<file path="src/rtl/dispatch_queue.sv">
// rtl/dispatch_queue.sv - registered dispatch queue with operand resolution
//
// Purpose: buffers decoded instructions in a QUEUE_DEPTH-entry FIFO, resolves
// the head instruction's source operands (RF, then ROB, then CDB snoop) and
// pops at most one instruction per cycle into a registered dispatch output
// when the ROB and the target unit (RS or LSB) both have room.
//
// Ports:
//   clk_in, rst_in (async active-low), rdy_in (global stall when low),
//   flush_in (synchronous queue clear)
//   dec_*        decoder push side; dec_ready = queue not full
//   rf_*         head source register lookup (idx out, busy/val/tag in)
//   rob_rs*      ROB result lookup for the RF rename tags
//   rob_nex_idx  tag given to the instruction popped this cycle
//   *_full       downstream back-pressure
//   cdb_*        CDB_PORTS broadcast ports, port i at [i*W +: W]
//   dis_*, *_flag registered dispatch output; rob_flag mirrors dis_valid
module dispatch_queue #(
  parameter int QUEUE_DEPTH = 4,
  parameter int ROB_IDX_W   = 4,
  parameter int REG_IDX_W   = 5,
  parameter int CDB_PORTS   = 2
) (
  input  logic                          clk_in,
  input  logic                          rst_in,
  input  logic                          rdy_in,
  input  logic                          flush_in,
  input  logic                          dec_valid,
  output logic                          dec_ready,
  input  logic [5:0]                    dec_op,
  input  logic [31:0]                   dec_imm,
  input  logic [31:0]                   dec_pc,
  input  logic [31:0]                   dec_btb_pc,
  input  logic                          dec_btb_predict,
  input  logic [REG_IDX_W-1:0]          dec_rd,
  input  logic [REG_IDX_W-1:0]          dec_rs1,
  input  logic [REG_IDX_W-1:0]          dec_rs2,
  input  logic                          dec_use_rs1,
  input  logic                          dec_use_rs2,
  output logic [REG_IDX_W-1:0]          rf_rs1_idx,
  output logic [REG_IDX_W-1:0]          rf_rs2_idx,
  input  logic                          rf_rs1_busy,
  input  logic                          rf_rs2_busy,
  input  logic [31:0]                   rf_rs1_val,
  input  logic [31:0]                   rf_rs2_val,
  input  logic [ROB_IDX_W-1:0]          rf_rs1_tag,
  input  logic [ROB_IDX_W-1:0]          rf_rs2_tag,
  output logic [ROB_IDX_W-1:0]          rob_rs1_idx,
  output logic [ROB_IDX_W-1:0]          rob_rs2_idx,
  input  logic                          rob_rs1_ready,
  input  logic                          rob_rs2_ready,
  input  logic [31:0]                   rob_rs1_val,
  input  logic [31:0]                   rob_rs2_val,
  input  logic [ROB_IDX_W-1:0]          rob_nex_idx,
  input  logic                          rob_full,
  input  logic                          rs_full,
  input  logic                          lsb_full,
  input  logic [CDB_PORTS-1:0]          cdb_valid,
  input  logic [CDB_PORTS*ROB_IDX_W-1:0] cdb_tag,
  input  logic [CDB_PORTS*32-1:0]       cdb_val,
  output logic                          dis_valid,
  output logic                          rob_flag,
  output logic                          rs_flag,
  output logic                          lsb_flag,
  output logic                          rf_write_flag,
  output logic [5:0]                    dis_op,
  output logic [31:0]                   dis_imm,
  output logic [31:0]                   dis_pc,
  output logic [31:0]                   dis_btb_pc,
  output logic                          dis_btb_predict,
  output logic [REG_IDX_W-1:0]          dis_rd,
  output logic [ROB_IDX_W-1:0]          dis_rob_idx,
  output logic                          dis_r1,
  output logic                          dis_r2,
  output logic [31:0]                   dis_v1,
  output logic [31:0]                   dis_v2,
  output logic [ROB_IDX_W-1:0]          dis_q1,
  output logic [ROB_IDX_W-1:0]          dis_q2
);

  // Shared opcode encoding: conditional branches, loads and stores are
  // contiguous ranges.
  localparam logic [5:0] OP_BEQ  = 6'd5;
  localparam logic [5:0] OP_BGEU = 6'd10;
  localparam logic [5:0] OP_LB   = 6'd11;
  localparam logic [5:0] OP_LHU  = 6'd15;
  localparam logic [5:0] OP_SB   = 6'd16;
  localparam logic [5:0] OP_SW   = 6'd18;

  localparam int PTR_W = $clog2(QUEUE_DEPTH);

  typedef struct packed {
    logic [5:0]           op;
    logic [31:0]          imm;
    logic [31:0]          pc;
    logic [31:0]          btb_pc;
    logic                 btb_predict;
    logic [REG_IDX_W-1:0] rd;
    logic [REG_IDX_W-1:0] rs1;
    logic [REG_IDX_W-1:0] rs2;
    logic                 use_rs1;
    logic                 use_rs2;
  } entry_t;

  typedef struct packed {
    logic                 r;
    logic [31:0]          v;
    logic [ROB_IDX_W-1:0] q;
  } opnd_t;

  entry_t               mem [QUEUE_DEPTH];
  logic [PTR_W-1:0]     head, tail;
  logic [PTR_W:0]       count;
  entry_t               hd;
  logic                 is_load, is_store, is_branch, unit_full;
  logic                 push, pop;
  opnd_t                op1, op2;

  function automatic opnd_t resolve(
    input logic                           use_rs,
    input logic [REG_IDX_W-1:0]           rs,
    input logic                           busy,
    input logic [31:0]                    rf_val,
    input logic [ROB_IDX_W-1:0]           tag,
    input logic                           rob_ready,
    input logic [31:0]                    rob_val,
    input logic                           fwd_en,
    input logic [REG_IDX_W-1:0]           fwd_rd,
    input logic [ROB_IDX_W-1:0]           fwd_tag,
    input logic [CDB_PORTS-1:0]           cv,
    input logic [CDB_PORTS*ROB_IDX_W-1:0] ct,
    input logic [CDB_PORTS*32-1:0]        cval
  );
    opnd_t o;
    o.r = 1'b0;
    o.v = 32'd0;
    o.q = tag;
    if (!use_rs || rs == '0) begin
      o.r = 1'b1;
      o.q = '0;
    end else if (fwd_en && fwd_rd == rs) begin
      // Last cycle's dispatch renamed rs, but the RF has not seen it yet.
      o.q = fwd_tag;
    end else if (!busy) begin
      o.r = 1'b1;
      o.v = rf_val;
      o.q = '0;
    end else if (rob_ready) begin
      o.r = 1'b1;
      o.v = rob_val;
      o.q = '0;
    end else begin
      // Descending scan so the lowest matching port is written last.
      for (int i = CDB_PORTS - 1; i >= 0; i--) begin
        if (cv[i] && ct[i*ROB_IDX_W +: ROB_IDX_W] == tag) begin
          o.r = 1'b1;
          o.v = cval[i*32 +: 32];
          o.q = '0;
        end
      end
    end
    return o;
  endfunction

  assign hd          = mem[head];
  assign is_branch   = (hd.op >= OP_BEQ) && (hd.op <= OP_BGEU);
  assign is_load     = (hd.op >= OP_LB)  && (hd.op <= OP_LHU);
  assign is_store    = (hd.op >= OP_SB)  && (hd.op <= OP_SW);
  assign unit_full   = (is_load || is_store) ? lsb_full : rs_full;

  assign dec_ready   = (count != (PTR_W+1)'(QUEUE_DEPTH));
  assign push        = dec_valid && dec_ready && rdy_in && !flush_in;
  assign pop         = (count != '0) && rdy_in && !flush_in && !rob_full && !unit_full;

  assign rf_rs1_idx  = hd.rs1;
  assign rf_rs2_idx  = hd.rs2;
  assign rob_rs1_idx = rf_rs1_tag;
  assign rob_rs2_idx = rf_rs2_tag;
  assign rob_flag    = dis_valid;

  assign op1 = resolve(hd.use_rs1, hd.rs1, rf_rs1_busy, rf_rs1_val, rf_rs1_tag,
                       rob_rs1_ready, rob_rs1_val, dis_valid && rf_write_flag,
                       dis_rd, dis_rob_idx, cdb_valid, cdb_tag, cdb_val);
  assign op2 = resolve(hd.use_rs2, hd.rs2, rf_rs2_busy, rf_rs2_val, rf_rs2_tag,
                       rob_rs2_ready, rob_rs2_val, dis_valid && rf_write_flag,
                       dis_rd, dis_rob_idx, cdb_valid, cdb_tag, cdb_val);

  // Entry storage needs no reset: only slots between head and tail are read.
  always_ff @(posedge clk_in) begin
    if (push) begin
      mem[tail] <= '{op: dec_op, imm: dec_imm, pc: dec_pc, btb_pc: dec_btb_pc,
                     btb_predict: dec_btb_predict, rd: dec_rd, rs1: dec_rs1,
                     rs2: dec_rs2, use_rs1: dec_use_rs1, use_rs2: dec_use_rs2};
    end
  end

  always_ff @(posedge clk_in or negedge rst_in) begin
    if (!rst_in) begin
      head  <= '0;
      tail  <= '0;
      count <= '0;
    end else if (flush_in) begin
      head  <= '0;
      tail  <= '0;
      count <= '0;
    end else begin
      if (push) tail <= tail + 1'b1;
      if (pop)  head <= head + 1'b1;
      case ({push, pop})
        2'b10:   count <= count + 1'b1;
        2'b01:   count <= count - 1'b1;
        default: count <= count;
      endcase
    end
  end

  always_ff @(posedge clk_in or negedge rst_in) begin
    if (!rst_in) begin
      dis_valid       <= 1'b0;
      rs_flag         <= 1'b0;
      lsb_flag        <= 1'b0;
      rf_write_flag   <= 1'b0;
      dis_op          <= '0;
      dis_imm         <= '0;
      dis_pc          <= '0;
      dis_btb_pc      <= '0;
      dis_btb_predict <= 1'b0;
      dis_rd          <= '0;
      dis_rob_idx     <= '0;
      dis_r1          <= 1'b0;
      dis_r2          <= 1'b0;
      dis_v1          <= '0;
      dis_v2          <= '0;
      dis_q1          <= '0;
      dis_q2          <= '0;
    end else if (pop) begin
      dis_valid       <= 1'b1;
      rs_flag         <= !(is_load || is_store);
      lsb_flag        <= is_load || is_store;
      rf_write_flag   <= !(is_store || is_branch);
      dis_op          <= hd.op;
      dis_imm         <= hd.imm;
      dis_pc          <= hd.pc;
      dis_btb_pc      <= hd.btb_pc;
      dis_btb_predict <= hd.btb_predict;
      dis_rd          <= hd.rd;
      dis_rob_idx     <= rob_nex_idx;
      dis_r1          <= op1.r;
      dis_r2          <= op2.r;
      dis_v1          <= op1.v;
      dis_v2          <= op2.v;
      dis_q1          <= op1.q;
      dis_q2          <= op2.q;
    end else begin
      // Data fields hold; only the valid/enable bits drop.
      dis_valid       <= 1'b0;
      rs_flag         <= 1'b0;
      lsb_flag        <= 1'b0;
      rf_write_flag   <= 1'b0;
    end
  end

endmodule

</file>
<file path="config.mk">
export PLATFORM = sky130hd
export DESIGN_NAME = dispatch_queue
export DESIGN_NICKNAME = d
export VERILOG_FILES = /design/src/rtl/dispatch_queue.sv
export SDC_FILE = /design/constraint.sdc
export NUM_CORES = 1
export LEC_CHECK = 0
export CAP_MARGIN = 25
export CORE_UTILIZATION = 45
export CTS_BUF_LIST = sky130_fd_sc_hd__clkbuf_4 sky130_fd_sc_hd__clkbuf_8
export DETAILED_ROUTE_END_ITERATION = 10
export PLACE_DENSITY = 0.77
export SLEW_MARGIN = 30
export SYNTH_ARGS = -nofsm -noshare
export SYNTH_HDL_FRONTEND = slang
export SYNTH_SLANG_ARGS = --single-unit
</file>
<file path="constraint.sdc">
create_clock -name clk_in -period 4.8 [get_ports clk_in]
set_input_delay 0.72 -clock clk_in [delete_from_list [all_inputs] [get_ports clk_in]]
set_output_delay 0.72 -clock clk_in [all_outputs]
set_load 0.01 [all_outputs]
</file>
==> After elaboration in Yosys (flattened, before gate mapping) <==
Memory sizes are Yosys's and may differ from the RTL's.
Index checks and enable logic that the tools add are counted.
{ "op_classes": {"add_sub_neg": 4, "order_cmp": 6, "eq_ne": 9, "mux": 31, "reduce_logical": 34} }
{ "op_table": {"columns": ["operator", "n"], "rows": [
  ["37-bit two-way mux", 8],
  ["33-bit two-way mux", 2],
  ["32-bit two-way mux", 2],
  ["1-bit logical AND", 17],
  ["4-bit == test", 4],
  ["4-bit two-way mux", 4],
  ["6-bit by 4-bit <= comparator with 1-bit output, second input constant", 2],
  ["5-bit == test", 2],
  ["5-bit logical NOT", 2],
  ["1-bit two-way mux", 9],
  ["2-bit two-way mux", 4],
  ["1-bit logical NOT", 7],
  ["6-bit by 3-bit >= comparator with 1-bit output, second input constant", 1],
  ["6-bit by 4-bit >= comparator with 1-bit output, second input constant", 1],
  ["6-bit by 5-bit >= comparator with 1-bit output, second input constant", 1],
  ["6-bit by 5-bit <= comparator with 1-bit output, second input constant", 1],
  ["3-bit one-hot mux with 2 select lines", 1],
  ["3-bit nonzero test", 2],
  ["2-bit by 1-bit adder with 2-bit output, second input constant", 2],
  ["1-bit logical OR", 4],
  ["2-bit nonzero test", 2],
  ["3-bit by 1-bit adder with 3-bit output, second input constant", 1],
  ["3-bit two-way mux", 1],
  ["3-bit inequality test, second input constant", 1],
  ["other kinds (3)", 3]
]} }
{ "totals": {"reg_bits": 197, "ram_bits": 480, "in_bits": 346, "elab_cells": 105, "mem_count": 1} }
{ "memory_table": {"columns": ["memory", "depth", "width", "rd", "rd_ports_with_merged_regs", "wr", "line", "source"], "rows": [
  ["mem", 4, 120, 1, 0, 1, "111", "entry_t mem [QUEUE_DEPTH];"]
]} }

==> Logic depth before layout (Yosys ltp) <==
An unclocked memory read counts as a cell.
{ "logic_depth": {"word_depth": 10, "mapped_depth": 14, "ltp_nobuf": 9} }

==> Worst setup path after synthesis <==
OpenSTA, ideal clock, no wires.
{ "synth_timing": {"path_kind": "input-to-reg", "from": "input port dec_valid", "to": "memory mem[0][0] (netlist name), enable pin", "arrival_time_ps": 4148, "required_time_ps": 4306, "setup_slack_ps": 159, "path_stages": 4, "n_path_buf": 1, "path_cell_list": "and3_1 -> clkbuf_1 -> nor2b_1 -> and2_1"} }
{ "synth_between": {"elab_chain_len": 5} }
{ "synth_lines": {"columns": ["item", "line", "source"], "rows": [
  ["start, declared", "28", "input logic dec_valid,"],
  ["1-bit logical AND (3 in series)", "172", "assign push = dec_valid && dec_ready && rdy_in && !flush_in;"],
  ["1-bit two-way mux", "190", "if (push) begin"],
  ["1-bit two-way mux (implied by the code)", "191", "mem[tail] <= '{op: dec_op, imm: dec_imm, pc: dec_pc, btb_pc: dec_btb_pc,"],
  ["end, declared", "111", null]
]} }
Every way passes these cells.

==> Final worst setup path <==
{ "layout_timing": {"from": "register head[1]", "to": "register dis_v2[3]"} }
{ "layout_between": {"elab_chain_len": 7, "elab_cells_between_ends": 18, "cone_classes": "order compare: 4; eq/ne: 1; mux: 3; reduce/logical: 9; memory: 1"} }
{ "layout_lines": {"columns": ["item", "line", "source"], "rows": [
  ["start, declared", "112", "logic [PTR_W-1:0] head, tail;"],
  ["start signal, assigned", "208", "if (pop) head <= head + 1'b1;"],
  ["memory read 4 x 120 bit (*)", null, null],
  ["6-bit by 4-bit >= comparator with 1-bit output (tied with other cells)", "167", "assign is_load = (hd.op >= OP_LB) && (hd.op <= OP_LHU);"],
  ["1-bit logical AND, on equally long branches", "167, 168", null],
  ["1-bit logical OR", "169", "assign unit_full = (is_load || is_store) ? lsb_full : rs_full;"],
  ["1-bit two-way mux", "169", null],
  ["1-bit logical NOT", "173", "assign pop = (count != '0) && rdy_in && !flush_in && !rob_full && !unit_full;"],
  ["1-bit logical AND", "173", null],
  ["end signal, assigned", "251", "dis_v2 <= op2.v;"],
  ["end, declared", "76", "output logic [31:0] dis_v2,"]
]} }
Every way passes the cells marked *; elsewhere a longest branch is shown, timed or not.
A chain may end at the register's enable or synchronous reset.

==> results.json <==
{
  "outcome": "completed",
  "numCtsBuffers": 109,
  "worstSetupEndpointType": "flip-flop",
  "ys_seq_elements": 677,
  "ioPinCount": 556,
  "yosysUniqueCellTypes": 60,
  "wl_um": 82100,
  "min_period_ps": 4050,
  "cts_max_path_buffers": 3,
  "ant_nets": 0,
  "rsz0062_at_grt": "false",
  "grt_max_degree": 102,
  "crit_path_end": "dis_v2[3]",
  "row_count": 90,
  "viasPerCell": 5.66,
  "grt_pass1_vias": 18000,
  "slew_viol_final": 0,
  "cp.buffers_inverters": 1,
  "leakage_nw": 13.1,
  "avgSynthCellArea_um2": 18.5,
  "hp-start": "dis_v1[13]",
  "layout.nets": 2432,
  "critPathSlowestCell": "dfrtp_4",
  "final_util_pct": 60.2,
  "dieArea_um2": 62200,
  "grt_antenna_before_repair": 22,
  "place_hpwl_um": 57300,
  "synth_top_area_share_pct": 52.3,
  "path_cells": "mux4_2, a21oi_2, mux2_2, o22a_4, inv_6, nand2_4, o41ai_2",
  "critPathMaxStageDelay_ps": 1000,
  "r2r_cells": 7,
  "drv_cap": 0,
  "clk_pin_slew_ps": 60,
  "hold_viol_final": 0,
  "finalSetupTns_ps": 0,
  "io_buffers": 555,
  "timing.fmax_mhz": 247,
  "cp.depth": 7,
  "synth_edf_count": 480,
  "vias": 16800,
  "wl_per_cell_um": 27.7,
  "first_pass_iters": 6,
  "grt_usage_pct": 26.4,
  "final.setup_skew_ps": 29.9,
  "crit_path_start": "head[1]",
  "p_total_mw": 14.4,
  "core_um2": 60400,
  "final_cell_mix": "clkdlybuf4s50_1 (553), edfxtp_1 (480), dfrtp_1 (195), clkbuf_8 (122), mux4_2 (119)",
  "path_class": "flip-flop to flip-flop",
  "path_delay_family": "compound AO/OA/AOI/OAI gates",
  "relSlewSlack_pct": 32.0,
  "ctsHtreeMaxLevel": 3,
  "gp_congestion": 1.01,
  "synth_top_area_cell": "edfxtp_1",
  "cts-root-buf": "clkbuf_8",
  "die-width_um": 249,
  "preCtsSetupSlack_ps": 736,
  "syn-num-nets": 1841,
  "start_util_pct": 45.6,
  "clkSinkCount": 677,
  "peakVddDrop_mv": 0.323,
  "path_max_fanout": 56,
  "layout-drive-gt1-share_pct": 22.8,
  "postSynthCellCount": 1490,
  "rrSetupSlack_ps": 750,
  "fin_crit_sh_pct": 84.4,
  "cp_data_arrival_time_ps": 4640,
  "grt_first_pass_wirelength_um": 120000,
  "tightest_slew_ps": 1020,
  "worst_slack_ps": 748,
  "final_common_cell": "clkdlybuf4s50_1",
  "synth_area_leaders": "edfxtp_1 (52%), dfrtp_1 (18%), mux4_2 (9.7%)",
  "yosys_warnings": 0,
  "synthArstFlopShare_pct": 29.1,
  "syn_area_um2": 27500,
  "die_y_um": 249,
  "crit_path_start_kind": "flip-flop",
  "areaGrowthSynthToFinish_pct": 31.9,
  "yosysSeqAreaShare_pct": 70.2,
  "drc": 0,
  "ys.flop_type": "edfxtp_1",
  "min_path_type": "flip-flop to flip-flop",
  "cp.required_ps": 5390,
  "drt_iter0_drc": 1053,
  "grt_remaining_overflow": 0,
  "cts_tree": "built",
  "ctsResizeCount": 0,
  "worstReg2RegEnd": "dis_v2[3]",
  "rr_startpoint": "head[1]",
  "setup_viol": 0,
  "power_density_nw_per_um2": 398,
  "clkLatencyLatePin_ps": 700
}
[flip-flops by register name, indices dropped and copies added (netlist names), 2 cells and up]
register and count:
count 3, dis_btb_pc 32, dis_imm 32, dis_op 6, dis_pc 32, dis_q1 4
dis_q2 4, dis_rd 5, dis_rob_idx 4, dis_v1 32, dis_v2 32, head 2
mem 480, tail 2
[metrics by stage]
stage | hold slack [ps] | std cells | instance area (um^2)
2_1_floorplan | 424 | 1490 | 27500
3_3_place_gp | 458 | 2749 | 33900
3_5_place_dp | 460 | 2750 | 33900
4_1_cts | 108 | 2956 | 36300
5_1_grt | 481 | 2963 | 36300
6_report | 481 | 2966 | 36300
[layer usage]
layer | vias to the layer above | track usage [%] | share of wire [%]
met5 | - | 0 | 0.22
met1 | 8605 | 29.8 | 36
met4 | 26 | 12.1 | 4.4
met2 | 710 | 45.3 | 51
li1 | 7252 | - | -
met3 | 187 | 8.90 | 8.5
[cells by family after synthesis]
group	Yosys count	share of synthesized area, %
DFF	677	70.2
AOI/OAI and AO/OA	261	8.36
muxes	249	15.0
and+or+nand+nor	140	2.56
buffers and inverters	129	2.59
xor gates and xnor gates	29	1.00
adders and majority gates	5	0.254
[repair_timing]
action,CTS,global route
endpoints found under the hold margin,0,33
hold buffers,0,1
setup buffers,0,0
[final cells by class]
| type | count | area [um^2] |
|---|---|---|
| multi-input cells | 684 | 7520 |
| clock buffers | 155 | 1930 |
| repair buffers | 603 | 6060 |
| clock inverters | 51 | 429 |
| fillers | 4357 | 24000 |
| inverters | 6 | 27.5 |
| flip-flops and latches | 677 | 19400 |
| diodes | 8 | 20.0 |
| well taps | 782 | 978 |
[cells in the mapped netlist, drive strengths merged (18+ instances only)]
library cell / instances
a21o: 18
a21oi: 20
a221oi: 32
and2: 21
buf: 60
clkbuf: 63
dfrtp: 197
edfxtp: 480
mux2: 117
mux4: 119
nand2: 53
nand3: 19
o21ai: 20
o22ai: 49
o41ai: 32
[worst min path at each step]
stage / cells past startpoint / to
floorplan: 0 / count[0]
global route: 2 / dis_imm[4]
CTS: 1 / dis_imm[4]
detailed placement: 2 / dis_v2[23]
finish: 1 / dis_v1[13]
global placement: 1 / dis_v1[30]
[power breakdown]
part / total, mW / leakage (nW) / switching [mW] / internal (mW)
Sequential: 6.97 / 6.94 / 0.276 / 6.70
Clock: 5.26 / 1.25 / 2.33 / 2.94
Combinational: 2.21 / 4.92 / 0.958 / 1.25
Total: 14.4 / 13.1 / 3.56 / 10.9
(Power assumes the default switching activity.)
